==> src/rtl/conv_maxpool.sv <==
// conv_maxpool: 2x2 / stride-2 max pooling over a 3-channel raster pixel stream.
// Holds one row of horizontal pair maxima per channel and emits one pooled pixel per 2x2 window.
`default_nettype none

module conv_maxpool #(
  parameter int DW = 8,
  parameter int W  = 6,
  parameter int H  = 6,
  localparam int NPOOL = W * H / 4,
  localparam int IW    = (NPOOL > 1) ? $clog2(NPOOL) : 1
) (
  input  logic          clk,
  input  logic          rst_n,
  input  logic          frame_start,
  input  logic          px_vld,
  input  logic [DW-1:0] px_D1,
  input  logic [DW-1:0] px_D2,
  input  logic [DW-1:0] px_D3,
  output logic          pool_vld,
  output logic [IW-1:0] pool_idx,
  output logic [DW-1:0] pool_D1,
  output logic [DW-1:0] pool_D2,
  output logic [DW-1:0] pool_D3,
  output logic          frame_done,
  output logic          busy
);

  localparam int NCH = 3;
  localparam int HW  = W / 2;
  localparam int CW  = (W > 1) ? $clog2(W) : 1;
  localparam int RW  = (H > 1) ? $clog2(H) : 1;
  localparam int LBW = (HW > 1) ? $clog2(HW) : 1;

  logic [CW-1:0]  r_col;
  logic [RW-1:0]  r_row;
  logic           r_busy;
  logic [DW-1:0]  r_hold [NCH];
  logic [DW-1:0]  r_lb   [NCH][HW];
  logic [DW-1:0]  r_pool [NCH];
  logic [IW-1:0]  r_idx;
  logic           r_vld;
  logic           r_done;

  logic [CW-1:0]  w_col;
  logic [RW-1:0]  w_row;
  logic [CW-1:0]  w_col_nxt;
  logic [RW-1:0]  w_row_nxt;
  logic           w_last_col;
  logic           w_last_row;
  logic           w_last_px;
  logic           w_emit;
  logic           w_lb_wr;
  logic [LBW-1:0] w_half;
  logic [IW-1:0]  w_pidx;
  logic [DW-1:0]  w_px   [NCH];
  logic [DW-1:0]  w_hmax [NCH];
  logic [DW-1:0]  w_pmax [NCH];

  function automatic logic [DW-1:0] umax(input logic [DW-1:0] a, input logic [DW-1:0] b);
    return (a >= b) ? a : b;
  endfunction

  // A pixel arriving together with frame_start is taken as (0,0) of the new frame.
  always_comb begin
    w_col      = frame_start ? '0 : r_col;
    w_row      = frame_start ? '0 : r_row;
    w_last_col = (w_col == CW'(W - 1));
    w_last_row = (w_row == RW'(H - 1));
    w_last_px  = w_last_col && w_last_row;
    w_col_nxt  = w_last_col ? '0 : w_col + 1'b1;
    w_row_nxt  = w_last_col ? (w_last_row ? '0 : w_row + 1'b1) : w_row;
    w_emit     = px_vld && w_col[0] && w_row[0];
    w_lb_wr    = px_vld && w_col[0] && !w_row[0];
    w_half     = LBW'(w_col >> 1);
    w_pidx     = IW'((int'(w_row) >> 1) * HW + (int'(w_col) >> 1));
  end

  assign w_px[0] = px_D1;
  assign w_px[1] = px_D2;
  assign w_px[2] = px_D3;

  always_comb begin
    for (int c = 0; c < NCH; c++) begin
      w_hmax[c] = umax(r_hold[c], w_px[c]);
      w_pmax[c] = umax(r_lb[c][w_half], w_hmax[c]);
    end
  end

  // Raster position and frame-in-progress flag.
  always_ff @(posedge clk or negedge rst_n) begin
    if (!rst_n) begin
      r_col  <= '0;
      r_row  <= '0;
      r_busy <= 1'b0;
    end else if (px_vld) begin
      r_col  <= w_col_nxt;
      r_row  <= w_row_nxt;
      r_busy <= !w_last_px;
    end else if (frame_start) begin
      r_col  <= '0;
      r_row  <= '0;
      r_busy <= 1'b0;
    end
  end

  // Even-column hold registers and even-row line buffer of pair maxima.
  always_ff @(posedge clk or negedge rst_n) begin
    if (!rst_n) begin
      for (int c = 0; c < NCH; c++) begin
        r_hold[c] <= '0;
        for (int i = 0; i < HW; i++) begin
          r_lb[c][i] <= '0;
        end
      end
    end else begin
      for (int c = 0; c < NCH; c++) begin
        if (px_vld && !w_col[0]) begin
          r_hold[c] <= w_px[c];
        end
        if (w_lb_wr) begin
          r_lb[c][w_half] <= w_hmax[c];
        end
      end
    end
  end

  // Pooled result register: data and index hold between pulses.
  always_ff @(posedge clk or negedge rst_n) begin
    if (!rst_n) begin
      r_vld  <= 1'b0;
      r_done <= 1'b0;
      r_idx  <= '0;
      for (int c = 0; c < NCH; c++) begin
        r_pool[c] <= '0;
      end
    end else begin
      r_vld  <= w_emit;
      r_done <= w_emit && w_last_px;
      if (w_emit) begin
        r_idx <= w_pidx;
        for (int c = 0; c < NCH; c++) begin
          r_pool[c] <= w_pmax[c];
        end
      end
    end
  end

  assign pool_vld   = r_vld;
  assign pool_idx   = r_idx;
  assign pool_D1    = r_pool[0];
  assign pool_D2    = r_pool[1];
  assign pool_D3    = r_pool[2];
  assign frame_done = r_done;
  assign busy       = r_busy;

endmodule

`default_nettype wire

==> config.mk <==
export PLATFORM = sky130hd
export DESIGN_NAME = conv_maxpool
export DESIGN_NICKNAME = d
export VERILOG_FILES = /design/src/rtl/conv_maxpool.sv
export SDC_FILE = /design/constraint.sdc
export NUM_CORES = 1
export LEC_CHECK = 0
export ABC_AREA = 1
export CAP_MARGIN = 10
export CORE_MARGIN = 5
export CORE_UTILIZATION = 50
export CTS_CLUSTER_SIZE = 40
export DETAILED_ROUTE_END_ITERATION = 6
export PLACE_DENSITY = 0.75
export SLEW_MARGIN = 5
export SYNTH_ARGS = -nofsm -noshare
export SYNTH_HDL_FRONTEND = slang
export SYNTH_SLANG_ARGS = --single-unit
==> constraint.sdc <==
create_clock -name clk -period 3.22 [get_ports clk]
set_input_delay 0.644 -clock clk [delete_from_list [all_inputs] [get_ports clk]]
set_output_delay 0.644 -clock clk [all_outputs]
set_load 0.005 [all_outputs]
==> flow_summary.ini, run 1 <==
[power]
pwr-share-seq_pct = 33.1
power.density_cell_area_nw_per_um2 = 602
p_leak_nw = 5.44
pwr-share-comb_pct = 38.4
vdd_ir_drop_max_mv = 0.442
p_int_mw = 4.14
p_sw_mw = 2.16
swShare_pct = 34.4
p_clk_share_pct = 28.4

[drt]
drc = 0
dr_wl_met2_mm = 10.2
drtIter0Drc = 428
via_count = 7066
first_pass_iters = 5
drt-met1-wl_mm = 8.56
routed_via_density = 5.18
highest_layer = met4
wl_met3_um = 653
wl_mm = 19.8
wire_per_inst_um = 14.5
antenna_left = 0

[setup_path]
critical_path_depth = 21
path_max_fanout = 8
crit_chain = clkdlybuf4s50_1 -> inv_1 -> ha_4 -> a21oi_2 -> nand2_1 -> nand2_4 -> buf_4 -> nand3_2 -> and2_4 -> ha_1 -> nand2_1 -> inv_1 -> nand2_1 -> nand2_1 -> nand2_1 -> nand2_1 -> nor2_2 -> buf_6 -> nand3_1 -> nand3_1 -> nand2_1
worstSetupPathType = primary input to flop
cp.buffers_inverters = 5
slowest_delay_ns = 0.49
r2r_slack_ns = 0.35
r2r_end = pool_D2[1]$_DFFE_PN0P_
crit_family = simple AND/OR/NAND/NOR gates
cp_slowest_cell = clkdlybuf4s50_1
crit_path_start_kind = primary input
cp-end-kind = flop
r2r-start = r_hold[13]$_DFFE_PN0P_
required_ns = 3.53
reg2regPathDepth = 18
path_common_cell = nand2_1
arrival_ns = 3.43

[floorplanning]
start_util_pct = 50.5
num_io_pins = 59
core_region_area_um2 = 15000
die_h_um = 133
die_area_um2 = 17700
die_x_um = 133
rows = 45

[synth]
yosys.cell_types.count = 33
seq_area_frac_synth_pct = 43.8
yosysWarnings = 0
synth_nets = 1055
synth_seq_cells = 133
postSynthCellCount = 975
synth.avg_cell_area_um2 = 7.79
syn_area_um2 = 7590

[clocking]
clk-insertion-delay-late_ns = 0.42
clk_path_buf_depth = 2
cts.sinks = 133
cts-root-buf = clkbuf_16
clk_pin_slew_ns = 0.05
numCtsBuffers = 17
cts_tree = built
htreeDepth = 4

[sta]
tightest_slew_ns = 0.839
final_max_slew_viol_count = 0
clock_skew_ns = 0.00683
max_freq_ghz = 0.320
timing.final.hold_violations = 0
setup-violations-final = 0
period_share_pct = 97.1
min_period_ns = 3.13
relSlewSlack_pct = 44.0

[cells_and_area]
syn_to_final_growth_pct = 37.9
antenna_cells = 0
fill_cells = 1100
final_area_um2 = 10500
drive_gt1_share_pct = 27.1
layout.cells.non_filler = 1363
final_nets = 1242

[grt]
grt_pass1_wl_mm = 31.8
grtUsageTotal_pct = 21.6
gr-total-overflow = 0
antenna_found_initial = 0
grt_max_degree = 71
grt_pass1_vias = 6887

[min_path]
min_path_type = primary input to async pin

[placement]
post_dp_cell_area_um2 = 9230
placed_cells = 1317
dp_hpwl_mm = 12.7
io_buffers = 58
gp_congestion = 0.842

[status]
status = finished clean

[job]
maxCapViolations = 0
logic make-up after synthesis:
kind of cell             Yosys count  share of synthesized area, %
adder cells (fa/ha/maj)           52                          8.77
buffers and inverters            149                          8.26
AND/OR/NAND/NOR                  483                          27.2
flip-flops                       133                          43.8
AO/OA/AOI/OAI                    158                          11.9
layout make-up:
class / count / area [µm²] / share of cell area [%]
clock inverters: 10 / 82.6 / 0.789
flip-flops and latches: 133 / 3330 / 31.8
inverters: 115 / 434 / 4.15
well taps: 188 / 235 / 2.25
repair buffers: 202 / 1800 / 17.2
clock buffers: 22 / 454 / 4.34
multi-input cells: 693 / 4130 / 39.5
worst max path at each step:
stage	from	end	slack (ns)
global route	px_D3[0]	pool_D3[5]$_DFFE_PN0P_	-0.17
CTS	px_D2[5]	pool_D2[7]$_DFFE_PN0P_	0.003
global placement	px_D1[7]	pool_D1[0]$_DFFE_PN0P_	-0.48
floorplan	px_D2[5]	pool_D2[0]$_DFFE_PN0P_	0.02
detailed placement	px_D1[3]	pool_D1[0]$_DFFE_PN0P_	-0.56
finish	px_D3[3]	pool_D3[5]$_DFFE_PN0P_	0.09
Yosys cell counts (all sizes together):
cell type / instances / area [µm²]
nand3: 63 / 320
nand4: 10 / 62.6
nand3b: 1 / 7.51
o21a: 2 / 15.0
o21ai: 111 / 653
dfrtp: 133 / 3330
nor3: 11 / 66.3
nor2: 54 / 235
clkbuf: 8 / 30.0
and2: 16 / 100
inv: 115 / 432
nand2: 327 / 1260
fa: 2 / 40.0
nor4: 1 / 6.26
o41ai: 1 / 8.76
a211oi: 1 / 7.51
a21oi: 40 / 200
a21o: 3 / 22.5
buf: 26 / 165
ha: 50 / 626
cells in the final DEF, fill, tap and decap left out, types with 3 or more instances in the layout:
cell type	instances
dfrtp_1	133
buf_4	132
a21o_1	3
nand2_2	25
buf_12	4
nor2_1	43
clkbuf_16	18
clkbuf_1	4
inv_1	90
nand4_1	10
o21ai_0	32
nand3_1	56
o21ai_1	59
nand3_2	6
nor2_4	4
nand2_1	297
clkdlybuf4s50_1	43
and2_4	14
o21ai_2	17
o21ai_4	3
nand2_4	3
ha_4	21
clkinv_2	6
inv_2	24
ha_1	29
nor3_1	10
nor2_2	7
clkinvlp_4	3
a21oi_1	25
buf_6	6
a21oi_2	14
dlymetal6s2s_1	14
metal layers:
layer / up-vias / track usage [%]
li1: 3501 / -
met1: 3369 / 27.3
met2: 161 / 37.2
met3: 35 / 3.66
met4: 0 / 8.06
met5: - / 0
power by group through the flow:
stage | Clock, mW | Sequential (mW) | Combinational, mW
global placement | 0 | 2.09 | 1.92
floorplan | 0 | 2.06 | 1.22
global route | 1.88 | 2.12 | 2.71
CTS | 1.81 | 2.08 | 2.04
detailed placement | 0 | 2.10 | 2.00
finish | 1.79 | 2.09 | 2.42
metrics by stage:
stage               setup WS (ns)  hold slack (ns)  util, %  setup TNS [ns]  total power, mW
global placement           -0.482            0.456     61.4           -9.03             4.01
floorplan                  0.0207            0.348        -               0             3.28
detailed placement         -0.555            0.458     61.4          -10.84             4.10
global route               -0.167            0.257     69.6           -1.57             6.71
CTS                       0.00317            0.227     65.1               0             5.93
finish                     0.0928            0.203     69.6               0             6.30
state kept, by name, summed over array words and instances, names as in the netlist:
register / cells
r_lb: 72
r_hold: 24
pool_D1: 8
pool_D2: 8
pool_D3: 8
pool_idx: 4
r_col: 3
r_row: 3
busy: 1
frame_done: 1
pool_vld: 1
timing repair:
action | in CTS | in global routing
resized for setup | 8 | 119
cloned | 0 | 1
endpoints found under the setup margin | 19 | 24
hold buffers | 0 | 0
setup buffers | 0 | 14
pin swaps | 1 | 36
endpoints found under the hold margin | 0 | 0
No activity file was read; power rests on OpenSTA's default activity.
==> run 2: changes to the inputs <==
--- a/config.mk
+++ b/config.mk
@@ -8,10 +8,10 @@
 export ABC_AREA = 1
 export CAP_MARGIN = 10
 export CORE_MARGIN = 5
-export CORE_UTILIZATION = 50
+export CORE_UTILIZATION = 45
 export CTS_CLUSTER_SIZE = 40
 export DETAILED_ROUTE_END_ITERATION = 6
-export PLACE_DENSITY = 0.75
+export PLACE_DENSITY = 0.69
 export SLEW_MARGIN = 5
 export SYNTH_ARGS = -nofsm -noshare
 export SYNTH_HDL_FRONTEND = slang
==> run 2 against run 1 <==
  * Non-clock buffer count shrank 15
  * Flip-flop and latch count is the same
  * Combinational power decreased by 2%
  * Clock power rose by 16%
  * Cell area is 0.24% higher
  * Hold slack improved by 0.012 ns
  * Wire length shrank 3.1%
  * Sequential power is essentially flat
  * Sequential share of layout area is 0.076 points lower
  * Critical path depth is 3 lower
==> flow_summary.ini, run 2 (synthesis gave the netlist of run 1 again) <==
[status]
status = finished clean

[cells_and_area]
biggestRegsByFlops = r_lb x72, r_hold x24
final_area_um2 = 10500
antenna_cells = 0
regMostFlops = r_lb
drive_gt1_share_pct = 26.4
final_common_cell = nand2_1
largest_reg_flops = 72
syn_to_final_growth_pct = 38.2
layout.cells.non_filler = 1385
layout_common_cells = nand2_1 (289), dfrtp_1 (133), buf_4 (119)
final_nets = 1232

[placement]
dp_hpwl_mm = 12.6
post_dp_cell_area_um2 = 9230
io_buffers = 58
placed_cells = 1342
gp_congestion = 0.835

[floorplanning]
die_h_um = 140
die_x_um = 140
rows = 47
die_area_um2 = 19600
num_io_pins = 59
core_region_area_um2 = 16600
start_util_pct = 45.8

[setup_path]
startpoint = px_D1[6]
crit_path_start_kind = primary input
reg2regPathDepth = 16
r2r_end = pool_D1[1]$_DFFE_PN0P_
required_ns = 3.52
worstSetupPathType = primary input to flop
endpoint = pool_D1[1]$_DFFE_PN0P_
r2r-start = r_hold[22]$_DFFE_PN0P_
r2r_slack_ns = 0.39
cp-end-kind = flop
arrival_ns = 3.46
path_max_fanout = 8

[sta]
tightest_slew_ns = 0.851
final_max_slew_viol_count = 0
setup-violations-final = 0
timing.hold.ws_ns = 0.215
min_period_ns = 3.16
clock_skew_ns = 0.0119
timing.final.hold_violations = 0
relSlewSlack_pct = 43.2
period_share_pct = 98.2
max_freq_ghz = 0.316

[drt]
wl_mm = 19.2
routed_via_density = 5.01
wire_per_inst_um = 13.8
antenna_left = 0
first_pass_iters = 5
via_count = 6932
drtIter0Drc = 425
drc = 0

[grt]
antenna_found_initial = 0
grt_pass1_vias = 6615
gr-total-overflow = 0
grt_max_degree = 73
grtUsageTotal_pct = 19.2
grt_pass1_wl_mm = 30.9

[clocking]
clk_pin_slew_ns = 0.06
cts_tree = built
clk_path_buf_depth = 2
postCtsHoldBufs = 0
htreeDepth = 4
cts.sinks = 133
clk-insertion-delay-late_ns = 0.42
cts-root-buf = clkbuf_16
numCtsBuffers = 17

[job]
maxCapViolations = 0

[power]
vdd_ir_drop_max_mv = 0.418
p_leak_nw = 5.38
power.density_cell_area_nw_per_um2 = 621

[min_path]
min_path_type = primary input to async pin
-- run 2: cell types whose count changed in the layout (fill, tap and decap cells not counted), sizes merged, moves of 3 or more --
cell and change:
dlymetal6s2s -8, clkdlybuf4s50 +8, clkinvlp +3, buf -14, clkbuf -4, bufinv +3
clkinv -3, nand2 +3
-- run 2: layer usage --
| layer | part of all wire (%) | GRT usage (%) | vias up |
|---|---|---|---|
| li1 | - | - | 3495 |
| met1 | 45 | 24.5 | 3268 |
| met2 | 50 | 32.7 | 141 |
| met3 | 3.8 | 3.60 | 28 |
| met4 | 1.8 | 6.43 | 0 |
| met5 | 0 | 0 | - |
-- run 2: worst min path at each step --
stage,startpoint,to,slack (ns),cells after the start
finish,rst_n,r_hold[14]$_DFFE_PN0P_,0.22,1
detailed placement,pool_idx[1]$_DFFE_PN0P_,pool_idx[1]$_DFFE_PN0P_,0.46,2
global placement,pool_idx[1]$_DFFE_PN0P_,pool_idx[1]$_DFFE_PN0P_,0.46,2
floorplan,rst_n,busy$_DFFE_PN0P_,0.35,0
CTS,rst_n,r_hold[19]$_DFFE_PN0P_,0.25,1
global route,rst_n,r_hold[14]$_DFFE_PN0P_,0.26,1
-- run 2: timing repair --
action,4_1_cts,5_1_grt
setup endpoints to repair,12,24
resized for setup,4,116
endpoints found under the hold margin,0,0
gates cloned,0,5
setup buffers,0,6
pin swaps,0,38
-- run 2: cell type report --
cell class | count | area (µm²)
Tap cell | 220 | 275
Sequential cell | 133 | 3330
Clock buffer | 19 | 453
Multi-Input combinational cell | 698 | 4170
Fill cell | 1414 | 6090
Timing Repair Buffer | 187 | 1650
Clock inverter | 13 | 180
Inverter | 115 | 437
-- run 2: through the flow --
step,power [mW],TNS (ns),utilization (%),worst slack [ns]
3_5_place_dp,4.09,-10.96,55.6,-0.559
5_1_grt,6.95,-0.517,63.3,-0.0705
6_report,6.52,0,63.3,0.0587
2_1_floorplan,3.28,0,-,0.0207
4_1_cts,6.19,0,59.6,0.0120
3_3_place_gp,4.04,-9.73,55.6,-0.497
-- run 2: power by group --
group          total (mW)  leakage [nW]  internal [mW]  switching, mW
registers            2.08          1.74           1.92          0.162
logic                2.36          3.35           1.12           1.24
clock network        2.08         0.293           1.33          0.749
-- run 2: critical path, stage by stage --
cell	delay, ns
clkdlybuf4s50_1	0.47
inv_1	0.06
ha_1	0.30
nand2_2	0.13
a21oi_4	0.06
nor2_2	0.24
nand4_1	0.18
and2_4	0.18
ha_1	0.30
nand2_2	0.10
nor2_1	0.05
nor2_1	0.13
nand2_1	0.08
nor2_2	0.16
buf_6	0.15
nand3_1	0.08
nand3_1	0.09
nand2_1	0.07
